**src/rtl/pipe_stage_skid.sv**
```systemverilog
// Inter-stage pipeline register with a valid/ready handshake and a 2-entry skid buffer.
// in_ready comes straight from the skid-valid flop, so back-pressure never forms a combinational path.
module pipe_stage_skid #(
  parameter int CTRL_W              = 16,
  parameter int DATA_W              = 128,
  parameter bit CLEAR_DATA_ON_FLUSH = 1'b0,
  parameter int CNT_W               = 16
) (
  input  logic              clk,
  input  logic              reset,
  input  logic              flush,
  input  logic              in_valid,
  output logic              in_ready,
  input  logic [CTRL_W-1:0] in_ctrl,
  input  logic [DATA_W-1:0] in_data,
  output logic              out_valid,
  input  logic              out_ready,
  output logic [CTRL_W-1:0] out_ctrl,
  output logic [DATA_W-1:0] out_data,
  output logic [1:0]        occupancy,
  output logic [CNT_W-1:0]  stall_cnt,
  output logic [CNT_W-1:0]  flush_cnt
);

  // Encoding is {main valid, skid valid}; BAD (skid without main) is unreachable.
  typedef enum logic [1:0] {
    EMPTY = 2'b00,
    BAD   = 2'b01,
    HALF  = 2'b10,
    FULL  = 2'b11
  } state_t;

  state_t              state, state_nxt;
  logic [CTRL_W-1:0]   m_ctrl, m_ctrl_nxt, s_ctrl, s_ctrl_nxt;
  logic [DATA_W-1:0]   m_data, m_data_nxt, s_data, s_data_nxt;
  logic                accept, take;

  assign in_ready  = ~state[0];
  assign out_valid = state[1];
  assign out_ctrl  = m_ctrl;
  assign out_data  = m_data;
  assign occupancy = {1'b0, state[1]} + {1'b0, state[0]};

  assign accept = in_valid & in_ready;
  assign take   = out_valid & out_ready;

  always_comb begin
    // NOTE: every output of this block gets a default first, so no path can infer a latch.
    state_nxt  = state;
    m_ctrl_nxt = m_ctrl;
    m_data_nxt = m_data;
    s_ctrl_nxt = s_ctrl;
    s_data_nxt = s_data;
    if (flush) begin
      state_nxt  = EMPTY;
      m_ctrl_nxt = '0;
      s_ctrl_nxt = '0;
      if (CLEAR_DATA_ON_FLUSH) begin
        m_data_nxt = '0;
        s_data_nxt = '0;
      end
    end else begin
      case (state)
        EMPTY: begin
          if (accept) begin
            state_nxt  = HALF;
            m_ctrl_nxt = in_ctrl;
            m_data_nxt = in_data;
          end
        end
        HALF: begin
          if (accept && take) begin
            m_ctrl_nxt = in_ctrl;
            m_data_nxt = in_data;
          end else if (accept) begin
            state_nxt  = FULL;
            s_ctrl_nxt = in_ctrl;
            s_data_nxt = in_data;
          end else if (take) begin
            // Main data is left in place; only ctrl is cleared to make the bubble a NOP.
            state_nxt  = EMPTY;
            m_ctrl_nxt = '0;
          end
        end
        FULL: begin
          if (take) begin
            state_nxt  = HALF;
            m_ctrl_nxt = s_ctrl;
            m_data_nxt = s_data;
            s_ctrl_nxt = '0;
          end
        end
        default: state_nxt = state;
      endcase
    end
  end

  always_ff @(posedge clk) begin
    // NOTE: sequential state uses non-blocking assignments so every flop samples pre-edge values.
    if (reset) begin
      // NOTE: the payload registers are reset too, so out_data reads zero straight after reset.
      state     <= EMPTY;
      m_ctrl    <= '0;
      m_data    <= '0;
      s_ctrl    <= '0;
      s_data    <= '0;
      stall_cnt <= '0;
      flush_cnt <= '0;
    end else begin
      state  <= state_nxt;
      m_ctrl <= m_ctrl_nxt;
      m_data <= m_data_nxt;
      s_ctrl <= s_ctrl_nxt;
      s_data <= s_data_nxt;
      if (out_valid && !out_ready && stall_cnt != '1) stall_cnt <= stall_cnt + CNT_W'(1);
      if (flush && flush_cnt != '1)                   flush_cnt <= flush_cnt + CNT_W'(1);
    end
  end

  a_no_bad_state : assert property (@(posedge clk) disable iff (reset) state != BAD);

endmodule

```
**config.mk**
```make
export PLATFORM = sky130hd
export DESIGN_NAME = pipe_stage_skid
export DESIGN_NICKNAME = d
export VERILOG_FILES = /design/src/rtl/pipe_stage_skid.sv
export SDC_FILE = /design/constraint.sdc
export NUM_CORES = 1
export LEC_CHECK = 0
export ABC_AREA = 1
export BUFFER_PORTS_ARGS = -buffer_cell sky130_fd_sc_hd__buf_2
export CAP_MARGIN = 20
export CELL_PAD_IN_SITES_DETAIL_PLACEMENT = 1
export CELL_PAD_IN_SITES_GLOBAL_PLACEMENT = 1
export CORE_ASPECT_RATIO = 0.75
export CORE_UTILIZATION = 35
export DETAILED_ROUTE_END_ITERATION = 8
export GPL_TIMING_DRIVEN = 0
export HOLD_SLACK_MARGIN = 0.03
export PLACE_DENSITY = 0.76
export SYNTH_ARGS = -nofsm -noshare
export SYNTH_HDL_FRONTEND = slang
export SYNTH_SLANG_ARGS = --single-unit
```
**constraint.sdc**
```tcl
create_clock -name clk -period 1.6 [get_ports clk]
set_clock_uncertainty 0.15 [all_clocks]
set_input_delay 0.16 -clock clk [delete_from_list [all_inputs] [get_ports clk]]
set_output_delay 0.16 -clock clk [all_outputs]
set_load 0.05 [all_outputs]
```
==> flow_metrics.py, run 1 <==
metrics = {
    "place": {
        "numPortBuffers": 328,
        "routabilityCongestion": 0.8434,
        "post-dp-hpwl_um": 39700,
    },
    "die": {
        "core_sq_um": 42290,
        "ios": 329,
        "die_h_um": 182.0,
        "die_area_sq_um": 44030,
        "rows": 65,
        "die_w_um": 242.0,
        "start_util_pct": 35.75,
    },
    "synth": {
        "synth_top_area_share_pct": 42.64,
        "syn-mean-instance-area_sq_um": 7.429,
        "synth.net_count": 2191,
        "ys_ff_latch": 322,
        "yosys-top-cells-area": "dfxtp_1, nand2_1, nor2_1, a21oi_2, a21boi_0",
        "synth_cells": 2035,
        "synth.distinct_cells": 30,
        "synth_area_sq_um": 15120,
        "yosys_warnings": 0,
        "synth_top_area_cell": "dfxtp_1",
        "seq_area_frac_synth_pct": 42.64,
    },
    "global_route": {
        "grt_antenna_before_repair": 6,
        "grt_pass1_vias": 16680,
        "grt_max_degree": 14,
        "grt_first_pass_wirelength_um": 92720,
        "track_usage_pct": 26.29,
        "grt-ovfl-total": 0,
    },
    "clock_tree": {
        "cts_max_path_buffers": 3,
        "cts_tree": "yes",
        "clk_pin_slew_ps": 70,
        "cts_buffers": 37,
        "htreeDepth": 2,
        "clock_latency_ps": 530,
        "clock-sinks": 322,
        "root_buffer": "clkbuf_16",
    },
    "critical_path": {
        "cp_slowest_cell": "dfxtp_4",
        "reg2reg_to": "s_data[70]",
        "endpoint_kind": "flip-flop",
        "cp.required_ps": 1880,
        "cp-startpoint": "state[0]",
        "critical_path_class": "flip-flop to flip-flop",
        "start_kind": "flip-flop",
        "reg2reg_from": "state[0]",
        "cp_max_fo": 10,
        "worst_r2r_path_depth": 11,
        "ff2ff_setup_slack_ps": -370,
        "worstPathArrival_ps": 2260,
        "slowest_delay_ps": 380,
        "crit_path_cell_trace": "inv_8, ha_4, inv_2, nor2_4, nand2_4, nor2_4, inv_2, clkbuf_16, buf_6, nor2_1, nor2_1",
    },
    "routing": {
        "drt_iter0_markers": 760,
        "drt-pass1-iter-count": 5,
        "vias": 16590,
        "wl_per_cell_um": 19.57,
        "ant_nets": 0,
        "wl_um": 62920,
        "post-route-drc-count": 0,
        "via_per_inst": 5.161,
    },
    "layout": {
        "layout-drive-gt1-share_pct": 31.10,
        "finish.utilization_pct": 52.97,
        "nets": 2770,
        "area_growth_syn_to_layout_pct": 48.19,
        "fill_cells": 5142,
    },
    "power": {
        "power_density_nw_per_um2": 1057,
        "ir_drop_mv": 0.9615,
        "total_power_mw": 23.69,
        "p_leak_nw": 9.830,
    },
    "hold_path": {
        "holdCritStartpoint": "in_valid",
        "worstHoldEndpoint": "state[1]",
        "hp-class": "input pin to flip-flop",
        "hold_depth": 5,
    },
    "sta": {
        "setup-violations-final": 317,
        "max_freq_ghz": 0.5065,
        "timing.hold.ws_ps": -40.82,
        "fin_crit_sh_pct": 123.4,
        "setup_ws_ps": -374.3,
        "rsz0062_at_grt": "true",
        "slew_headroom_pct": 38.35,
        "fin_crit_ps": 1974,
        "slew_violations": 0,
        "worstMarginPinSlew_ps": 924.7,
        "final_hold_viol_count": 1,
    },
    "status": {
        "status": "finished with violations",
        "violations": "negative hold slack, negative setup slack",
    },
    "flow_run": {
        "cap_violations": 0,
    },
}
## Yosys cell counts, drive strengths merged
| master | count |
|---|---|
| and3 | 1 |
| a21oi | 203 |
| nand3 | 20 |
| clkbuf | 55 |
| ha | 7 |
| inv | 164 |
| xnor2 | 5 |
| nor3 | 1 |
| nand4 | 140 |
| a21boi | 128 |
| o21bai | 1 |
| xor2 | 7 |
| dfxtp | 322 |
| buf | 101 |
| nor2 | 314 |
| o21ai | 156 |
| nand2 | 410 |
## metal layers
metal / GRT usage (%) / vias to the layer above / wire length (um)
li1: - / 7859 / -
met1: 33.41 / 8110 / 27860
met2: 44.56 / 464 / 30190
met3: 4.050 / 158 / 2388
met4: 10.56 / 2 / 2468
met5: 0 / - / 13
## repair_timing
action                                  CTS  global route
hold endpoints to repair                300             5
pin swaps                                57            67
resized for setup                        69           168
hold buffers                            147             1
setup buffers                            11            30
gates cloned                              4            20
endpoints found under the setup margin  316           325
## cell families (layout without fill, tap and decap cells)
group           Yosys count  after routing  share of synthesized area (%)
xor+xnor                 12             12                         0.6952
simple gates            886            886                          24.86
buf+inv                 320            925                          9.932
fa+ha+maj                 7              7                         0.5793
compound gates          488            488                          21.30
other cells               0              6                              0
flops                   322            322                          42.64
## final cells by class
type                       instances  area (sq um)  share of cell area (%)
antenna                            6         15.01                 0.06702
buffer                           155          1575                   7.032
clock buffer                      57          1114                   4.971
clock inverter                     8         93.84                  0.4189
inverter                         164         628.1                   2.804
multi-input combinational       1393          7750                   34.60
sequential                       322          6514                   29.08
tap                              569         711.9                   3.178
timing repair buffer             541          4000                   17.86
## power breakdown
part           switching (mW)  internal, mW
registers               0.328          8.56
clock network            3.56          5.11
logic                    3.99          2.14
## sequential cells by signal, summed over array words and instances, names as in the netlist
register,cells
s_ctrl,16
out_data,128
out_ctrl,16
s_data,128
flush_cnt,16
stall_cnt,16
state,2
## worst max path at each step
stage                    end  slack (ps)  cells past startpoint
4_1_cts        out_data[104]        -300                     10
3_3_place_gp    out_data[19]        -760                      6
3_5_place_dp    out_data[19]        -830                      6
5_1_grt           s_data[38]        -450                     11
2_1_floorplan  out_data[100]        -140                      8
6_report          s_data[70]        -370                     11
## cell usage in the layout, fill, tap and decap left out, types with 5 or more instances in the layout
master         instances
buf_1                  7
buf_12                23
nand2_4               16
a21oi_2              121
xor2_1                 6
buf_6                 45
buf_4                 45
inv_1                155
nor2_4                12
dfxtp_4               10
nor2_2                26
dlygate4sd3_1        148
o21ai_0              134
buf_8                 14
buf_2                335
nand3_1               18
clkinv_2               5
clkbuf_4               8
dfxtp_1              288
clkbuf_8              20
clkbuf_16             54
o21ai_1               14
ha_4                   6
clkbuf_1              46
xnor2_1                5
nand4_1              140
a21oi_1               68
a21oi_4               14
inv_2                  6
dfxtp_2               24
nand2_1              384
nor2_1               276
nand2_2               10
diode_2                6
a21boi_1             126
## critical path, delay by kind of cell (launching register included)
kind                     cells  cell delay [ps]
AND/OR/NAND/NOR              5              610
buffers and inverters        5              590
flip-flops                   1              380
adder cells (fa/ha/maj)      1              150
## per-stage QoR
step           TNS, ps  instance area (sq um)  setup slack [ps]  std cells
4_1_cts         -73310                  21150            -301.6       3158
3_3_place_gp   -141960                  18030            -759.6       2932
6_report        -77710                  22400            -374.3       3215
2_1_floorplan   -32420                  15680            -140.8       2035
5_1_grt        -102670                  22400            -448.0       3214
3_5_place_dp   -156580                  18030            -828.2       2932
(Power assumes the default switching activity.)
==> run 2: changes to the inputs <==
--- a/config.mk
+++ b/config.mk
@@ -10,8 +10,8 @@
 export CAP_MARGIN = 20
 export CELL_PAD_IN_SITES_DETAIL_PLACEMENT = 1
 export CELL_PAD_IN_SITES_GLOBAL_PLACEMENT = 1
-export CORE_ASPECT_RATIO = 0.75
 export CORE_UTILIZATION = 35
+export CTS_CLUSTER_DIAMETER = 200
 export DETAILED_ROUTE_END_ITERATION = 8
 export GPL_TIMING_DRIVEN = 0
 export HOLD_SLACK_MARGIN = 0.03
==> run 2 against run 1 <==
The run ends with negative setup slack left. Sequential share of layout area shrank 0.62 points. Sequential cell count is the same. Clock power grew 3.8%. Routed wire length shrank 4.5%. Non-clock buffer count grew 8. Largest power group is now clock. Worst setup slack gained 0.82 ps. Utilization grew 1.2 points. Critical endpoint is now s_data[60].
==> flow_metrics.py, run 2 (synthesized netlist as in run 1, its figures left out) <==
metrics = {
    "routing": {
        "drt_iter0_markers": 555,
        "drt-pass1-iter-count": 5,
        "via_per_inst": 5.121,
        "post-route-drc-count": 0,
        "vias": 16350,
        "wl_um": 60070,
        "ant_nets": 0,
        "wl_per_cell_um": 18.82,
    },
    "layout": {
        "fill_cells": 5035,
        "final_cell_area_sq_um": 22890,
        "layout-drive-gt1-share_pct": 35.43,
        "final_common_cell": "nand2_1",
        "seq_area_sq_um": 6514,
        "area_growth_syn_to_layout_pct": 51.39,
        "layout_common_cells": "nand2_1, buf_2, dfxtp_1",
        "antennaDiodeCount": 0,
        "finalNonFillerCells": 3192,
        "nets": 2781,
        "finish.utilization_pct": 54.20,
        "multi_input_area_sq_um": 8045,
    },
    "status": {
        "status": "finished with violations",
        "violations": "negative setup slack",
    },
    "place": {
        "post-dp-hpwl_um": 38170,
        "placedCellCount": 2902,
        "numPortBuffers": 328,
        "routabilityCongestion": 0.8128,
        "place_area_sq_um": 17990,
    },
    "global_route": {
        "grt_antenna_before_repair": 1,
        "grt_max_degree": 12,
        "track_usage_pct": 24.82,
        "grt_first_pass_wirelength_um": 87620,
        "grt_pass1_vias": 16490,
        "grt-ovfl-total": 0,
    },
    "critical_path": {
        "cp_slowest_cell": "dfxtp_4",
        "worstPathArrival_ps": 2310,
        "cp.required_ps": 1940,
        "reg2reg_to": "s_data[60]",
        "worst_r2r_path_depth": 11,
        "cp_max_fo": 10,
        "crit_path_end": "s_data[60]",
        "critical_path_class": "flip-flop to flip-flop",
        "endpoint_kind": "flip-flop",
        "slowest_delay_ps": 380,
        "ff2ff_setup_slack_ps": -370,
        "cp-startpoint": "state[0]",
        "reg2reg_from": "state[0]",
        "start_kind": "flip-flop",
        "crit_path_cell_trace": "inv_8, ha_4, inv_2, nor2_4, nand2_4, nor2_4, buf_12, buf_12, buf_8, o21ai_0, nor2_2",
    },
    "die": {
        "die_h_um": 209.8,
        "rows": 75,
        "die_w_um": 209.8,
        "ios": 329,
        "start_util_pct": 35.80,
        "core_sq_um": 42230,
        "die_area_sq_um": 44030,
    },
    "sta": {
        "slew_headroom_pct": 36.82,
        "worstMarginPinSlew_ps": 947.8,
        "final_hold_viol_count": 0,
        "fin_setup_tns_ps": -75120,
        "slew_violations": 0,
        "setup_ws_ps": -373.5,
        "rsz0062_at_grt": "true",
        "max_freq_ghz": 0.5067,
        "setup-violations-final": 298,
        "fin_crit_ps": 1973,
        "fin_crit_sh_pct": 123.3,
    },
    "power": {
        "p_leak_nw": 9.915,
        "ir_drop_mv": 0.6734,
        "power_density_nw_per_um2": 1049,
    },
    "clock_tree": {
        "clock-sinks": 322,
        "clk_pin_slew_ps": 60,
        "clock_latency_ps": 560,
        "root_buffer": "clkbuf_16",
        "cts_max_path_buffers": 3,
        "cts_buffers": 40,
        "cts_tree": "yes",
        "htreeDepth": 2,
    },
    "hold_path": {
        "hp-class": "input pin to flip-flop",
    },
    "flow_run": {
        "cap_violations": 0,
    },
}
-- run 2: changes by cell type in the layout (fill, tap and decap cells not counted), moves of 6 or more --
cell	delta
diode_2	-6
nand2_1	-14
a21oi_4	-12
nor2_1	-77
clkbuf_16	+6
a21oi_2	+26
buf_8	+26
nor2_2	+53
nand2_2	+15
buf_6	-12
nor2_4	+24
a21oi_1	-14
buf_12	-6
-- run 2: layer usage --
layer | track usage (%) | wire length, um
met4 | 9.791 | 2242
met1 | 30.26 | 25610
met3 | 4.803 | 2719
met5 | 0 | 15
met2 | 42.89 | 29480
-- run 2: worst min-delay path by stage --
stage | to | depth (start not counted) | slack (ps) | startpoint
after floorplan | flush_cnt[12] | 1 | 80 | reset
after global placement | s_data[1] | 3 | 250 | in_data[1]
after detailed placement | s_data[3] | 3 | 260 | in_data[3]
after CTS | flush_cnt[12] | 2 | -300 | reset
after global routing | s_ctrl[5] | 6 | 30 | out_ready
final | s_ctrl[5] | 6 | 9 | out_ready
-- run 2: what timing repair did --
action,4_1_cts,5_1_grt
hold buffers,148,2
hold endpoints to repair,300,2
resized for setup,36,345
endpoints found under the setup margin,316,324
gates cloned,1,25
pin swaps,6,54
setup buffers,2,42
-- run 2: stage by stage --
| step | worst slack, ps | hold slack (ps) | power, mW |
|---|---|---|---|
| 3_5_place_dp | -835.2 | 258.5 | 13.94 |
| 6_report | -373.5 | 8.667 | 24.00 |
| 2_1_floorplan | -140.8 | 79.96 | 12.57 |
| 4_1_cts | -268.6 | -303.7 | 23.43 |
| 5_1_grt | -441.4 | 26.02 | 24.93 |
| 3_3_place_gp | -826.6 | 249.9 | 13.82 |
-- run 2: area by class of cell --
type	instances	share of cell area, %
plain buffers	156	6.889
clock buffers	59	5.084
clock inverters	11	0.4866
inverters	164	2.788
multi-input cells	1393	35.15
flip-flops and latches	322	28.46
well taps	539	2.947
repair buffers	548	18.19
-- run 2: critical path: cells and delay by family (launching register included) --
family	cells	cell delay (ps)
flops	1	380
buf+inv	5	550
simple gates	4	530
fa+ha+maj	1	170
compound gates	1	130
-- run 2: power breakdown --
group / switching [mW] / internal [mW]
clock: 3.65 / 5.35
sequential: 0.305 / 8.56
combinational: 3.97 / 2.17
